### config.mk
export PLATFORM = sky130hd
export DESIGN_NAME = erasable_mem_arbiter
export DESIGN_NICKNAME = d
export VERILOG_FILES = /design/src/rtl/erasable_mem_arbiter.sv
export SDC_FILE = /design/constraint.sdc
export NUM_CORES = 1
export LEC_CHECK = 0
export ABC_AREA = 1
export CAP_MARGIN = 0
export CORE_ASPECT_RATIO = 1.75
export CORE_MARGIN = 4
export CORE_UTILIZATION = 45
export DETAILED_ROUTE_END_ITERATION = 10
export GPL_TIMING_DRIVEN = 0
export HOLD_SLACK_MARGIN = 0.03
export PLACE_DENSITY = 0.79
export REMOVE_ABC_BUFFERS = 1
export SYNTH_ARGS = -nofsm -noshare
export SYNTH_HDL_FRONTEND = slang
export SYNTH_SLANG_ARGS = --single-unit
### constraint.sdc
create_clock -name clk -period 3.2 [get_ports clk]
set_input_delay 0.32 -clock clk [delete_from_list [all_inputs] [get_ports clk]]
set_output_delay 0.32 -clock clk [all_outputs]
set_load 0.03 [all_outputs]
### src/rtl/erasable_mem_arbiter.sv
// rtl/erasable_mem_arbiter.sv - erasable memory sequencer and arbiter for CPU and counter-increment ports
//
// Ports:
//   clk, rst_n                      clock, asynchronous active-low reset
//   cpu_req/we/addr/wdata           CPU request (held until cpu_ack)
//   cpu_ack/rdata/err               CPU completion pulse, read data, blocked-write flag
//   cnt_req/dec/addr                counter request: PINC (dec=0) or MINC (dec=1)
//   cnt_ack/ovf/err                 counter completion pulse, overflow, illegal-address flag
//   mem_we/addr/wdata, mem_rdata    erasable memory array (combinational read)
module erasable_mem_arbiter #(
    parameter int          MAX_STEAL = 4,
    parameter logic [11:0] ZERO_ADDR = 12'd7
) (
    input  logic        clk,
    input  logic        rst_n,
    input  logic        cpu_req,
    input  logic        cpu_we,
    input  logic [11:0] cpu_addr,
    input  logic [14:0] cpu_wdata,
    output logic        cpu_ack,
    output logic [14:0] cpu_rdata,
    output logic        cpu_err,
    input  logic        cnt_req,
    input  logic        cnt_dec,
    input  logic [11:0] cnt_addr,
    output logic        cnt_ack,
    output logic        cnt_ovf,
    output logic        cnt_err,
    output logic        mem_we,
    output logic [11:0] mem_addr,
    output logic [14:0] mem_wdata,
    input  logic [14:0] mem_rdata
);
    localparam logic [2:0] S_IDLE    = 3'd0;
    localparam logic [2:0] S_CPU_ACC = 3'd1;
    localparam logic [2:0] S_CNT_RD  = 3'd2;
    localparam logic [2:0] S_CNT_WR  = 3'd3;
    localparam logic [2:0] S_DONE    = 3'd4;
    localparam int         SW        = $clog2(MAX_STEAL + 1);
    localparam logic [SW-1:0] STEAL_MAX = SW'(MAX_STEAL);

    logic [2:0]    state;
    logic [SW-1:0] streak;
    logic [11:0]   addr_q;
    logic [14:0]   wdata_q;
    logic          we_q;
    logic          dec_q;
    logic          owner_cpu;
    logic [14:0]   x_q;
    logic [14:0]   rdata_q;
    logic          err_q;
    logic          ovf_q;

    logic grant_cnt;
    logic grant_cpu;
    logic addr_legal;

    // Counter wins ties until it has stolen MAX_STEAL cycles from a waiting CPU.
    assign grant_cnt  = (state == S_IDLE) && cnt_req && !(cpu_req && (streak == STEAL_MAX));
    assign grant_cpu  = (state == S_IDLE) && cpu_req && !grant_cnt;
    assign addr_legal = (addr_q[11:10] == 2'b00) && (addr_q != ZERO_ADDR);

    // Ones-complement increment/decrement with end-around carry.
    logic [14:0] addend;
    logic [15:0] sum;
    logic [14:0] fold;
    logic        arith_ovf;
    logic [14:0] result;

    assign addend    = dec_q ? 15'o77776 : 15'o00001;
    assign sum       = {1'b0, x_q} + {1'b0, addend};
    assign fold      = sum[14:0] + {14'd0, sum[15]};
    // Same-sign operands producing an opposite-sign result means the magnitude overflowed;
    // the counter then wraps to a signed zero matching the direction of travel.
    assign arith_ovf = (x_q[14] == addend[14]) && (fold[14] != x_q[14]);
    assign result    = arith_ovf ? {15{dec_q}} : fold;

    always_ff @(posedge clk or negedge rst_n) begin
        if (!rst_n) begin
            state     <= S_IDLE;
            streak    <= '0;
            addr_q    <= '0;
            wdata_q   <= '0;
            we_q      <= 1'b0;
            dec_q     <= 1'b0;
            owner_cpu <= 1'b0;
            x_q       <= '0;
            rdata_q   <= '0;
            err_q     <= 1'b0;
            ovf_q     <= 1'b0;
        end else begin
            if (!cpu_req || grant_cpu) begin
                streak <= '0;
            end else if (grant_cnt && (streak != STEAL_MAX)) begin
                streak <= streak + 1'b1;
            end

            case (state)
                S_IDLE: begin
                    if (grant_cnt) begin
                        addr_q    <= cnt_addr;
                        dec_q     <= cnt_dec;
                        we_q      <= 1'b1;
                        owner_cpu <= 1'b0;
                        state     <= S_CNT_RD;
                    end else if (grant_cpu) begin
                        addr_q    <= cpu_addr;
                        wdata_q   <= cpu_wdata;
                        we_q      <= cpu_we;
                        owner_cpu <= 1'b1;
                        state     <= S_CPU_ACC;
                    end
                end
                S_CPU_ACC: begin
                    rdata_q <= mem_rdata;
                    err_q   <= we_q && !addr_legal;
                    ovf_q   <= 1'b0;
                    state   <= S_DONE;
                end
                S_CNT_RD: begin
                    x_q   <= mem_rdata;
                    state <= S_CNT_WR;
                end
                S_CNT_WR: begin
                    err_q <= !addr_legal;
                    ovf_q <= addr_legal && arith_ovf;
                    state <= S_DONE;
                end
                default: state <= S_IDLE;
            endcase
        end
    end

    always_comb begin
        mem_we    = 1'b0;
        mem_addr  = 12'd0;
        mem_wdata = 15'd0;
        case (state)
            S_CPU_ACC: begin
                mem_we    = we_q && addr_legal;
                mem_addr  = addr_q;
                mem_wdata = wdata_q;
            end
            S_CNT_RD: begin
                mem_addr = addr_q;
            end
            S_CNT_WR: begin
                mem_we    = addr_legal;
                mem_addr  = addr_q;
                mem_wdata = result;
            end
            default: ;
        endcase
    end

    assign cpu_ack   = (state == S_DONE) && owner_cpu;
    assign cnt_ack   = (state == S_DONE) && !owner_cpu;
    assign cpu_err   = cpu_ack && err_q;
    assign cnt_err   = cnt_ack && err_q;
    assign cnt_ovf   = cnt_ack && ovf_q;
    assign cpu_rdata = rdata_q;
endmodule

==> metrics.cfg <==
[sta]
setup_tns_ns = -16.13
min_period_ns = 4.33
hold_slack_ns = 0.0869
hold_viol_final = 0
grt_setup_unrepaired = yes
relSlewSlack_pct = 34.5
finalSetupViolCount = 16
max_clock_freq_ghz = 0.231
slew_violations = 0
period_share_pct = 135
worstMarginPinSlew_ns = 0.979
worst_clock_skew_ns = 0.00730
setup_slack_ns = -1.13

[global_routing]
grt_usage_pct = 22.0
grt_pass1_wl_um = 20800
antenna_found_initial = 0
grt_max_degree = 69
grt_pass1_vias = 4619
gr-total-overflow = 0

[run_status]
status = finished with violations
violations = negative setup slack

[clocking]
tritoncts = yes
cts_buffer_depth = 2
htreeDepth = 3
root_buffer = clkbuf_16
clkLatencyLatePin_ns = 0.33
cts.sinks = 68
cts.clk_slew.worst_paths_ns = 0.06
cts-buffers-inserted = 9

[floorplanning]
dieWidth_um = 82.8
dieArea_mm2 = 0.0115
core_mm2 = 0.00953
fp.dieH_um = 139
placementRows = 47
num_io_pins = 108
initial_core_util_pct = 46.3

[layout]
final_nets = 849
drive_above_1_share_pct = 17.4
final_cell_mix = nand2_1, clkdlybuf4s50_1, inv_1
fillers = 791
insertedDiodeCount = 0
layout_commonest_cell = nand2_1
syn2layout_area_growth_pct = 46.6

[synthesis]
async_reset_ff_share_pct = 100
synth-simple-area-share_pct = 34.3
synth.area.mux_share_pct = 0
netlist_instances = 637
synthAdderAreaFrac_pct = 5.85
yosysSeqAreaShare_pct = 38.6
synth_top_family_by_area = simple AND/OR/NAND/NOR gates
synth_area_leader_cell = dfrtp_1
synth-xor-area-share_pct = 2.36
synth_edf_count = 0
syn-cell-area_mm2 = 0.00441
yosysWarnings = 0
synth_top_area_share_pct = 38.6
synth_seq_cells = 68
synth_compound_area_share_pct = 8.94
synthTopCellsByArea = dfrtp_1, nand2_1, inv_1
syn_avg_cell_area_um2 = 6.92
synth.distinct_cells = 33
ys.flop_type = dfrtp_1

[critical_path]
arrival_ns = 4.01
path_class = reg -> out
endpoint_kind = primary output
required_ns = 2.88
worst_setup_path_start_kind = register
cp_max_fo = 8

[placed_design]
hpwlAfterDp_um = 9180
place_congestion = 0.811
port_buffers = 107

[flow_run]
drv_cap = 0

[drt]
num_vias = 4588
antenna_left = 0
drcViolationCount = 0
viasPerCell = 5.12
totalWireLength_um = 12800
drt_iter0_drc = 282
drt-wirelength-per-cell_um = 14.3
drt_first_pass_iters = 4

[hold_path]
hp-class = in -> async

[area by class of cell]
type	count	area [um2]	share of cell area (%)
Timing Repair Buffer	135	1330	20.6
Clock inverter	4	47.5	0.736
Sequential cell	68	1710	26.4
Multi-Input combinational cell	459	2600	40.2
Clock buffer	12	256	3.97
Inverter	96	368	5.69
Tap cell	122	153	2.36
[kinds of logic after synthesis]
logic type,count (synthesis)
XOR/XNOR,11
AND/OR/NAND/NOR,352
flip-flops,68
AO/OA/AOI/OAI,74
buffers and inverters,112
adder cells (fa/ha/maj),20
[repair_timing]
item / in CTS / in global routing
resized for setup: 161 / 18
pin swaps: 31 / 17
cloned: 2 / 0
hold buffers: 0 / 0
setup buffers: 21 / 7
endpoints found under the setup margin: 36 / 17
[synth_stat cells (all sizes together), types with 2 or more instances]
library cell,count
a21oi,22
dfrtp,68
xnor2,3
buf,3
nor2,60
nand4,5
ha,19
inv,92
nor4,2
o21ai,35
xor2,8
nand3,45
clkbuf,13
o22ai,15
nand3b,2
nand2,229
nor3,5
and2,3
clkinv,4
[worst max-delay path, stage by stage (launching register included)]
cell and delay (ns):
dfrtp_4 0.53, buf_8 0.17, ha_4 0.29, nand2_4 0.06, nor2_4 0.10, and2_1 0.14, nand2_2 0.06, nand2_2 0.07
a21oi_2 0.06, o21bai_1 0.21, ha_2 0.25, ha_4 0.14, inv_2 0.03, nor2_2 0.08, nand3_2 0.09, nor2_2 0.12
nand3_2 0.10, nor2_4 0.14, nand2_2 0.08, nand2_4 0.09, buf_12 0.10, nand3_4 0.13, nand3_4 0.20, nand2_1 0.10
nand3_1 0.11, nand2_1 0.08, buf_6 0.14
[state kept, by name, summed over array words and instances (netlist names)]
signal,flops
streak,3
cpu_rdata,15
we_q,1
owner_cpu,1
err_q,1
state,3
dec_q,1
addr_q,12
x_q,15
wdata_q,15
ovf_q,1
[metrics by stage]
stage | instances | setup WS [ns] | instance area (um2) | utilization, %
CTS | 889 | -1.04 | 6340 | 66.5
floorplan | 621 | -0.454 | 4330 | -
detailed placement | 850 | -1.60 | 5550 | 58.3
global route | 896 | -1.31 | 6460 | 67.8
finish | 896 | -1.13 | 6460 | 67.8
global placement | 850 | -1.50 | 5560 | 58.3
[per-layer routing]
layer / track usage, % / part of all wire [%] / wire (um)
met3: 4.10 / 4.4 / 559
met4: 9.39 / 3.0 / 390
met1: 22.8 / 36 / 4580
met2: 42.1 / 57 / 7260
met5: 0 / 0 / 0
[final timing paths]
kind	start	end	slack (ns)	depth (start not counted)
hold reg to reg	wdata_q[0]	wdata_q[0]	0.47	2
min in group clk	wdata_q[0]	wdata_q[0]	0.47	2
setup / recovery	dec_q	mem_wdata[10]	-1.13	26
setup reg to reg	dec_q	ovf_q	-0.29	24
hold / removal	rst_n	addr_q[7]	0.09	1
max in group asynchronous	rst_n	dec_q	2.46	1
Power is left out: the tool's default activity adds up to more than one toggle a clock period on the data nets, which glitch-free logic cannot reach.
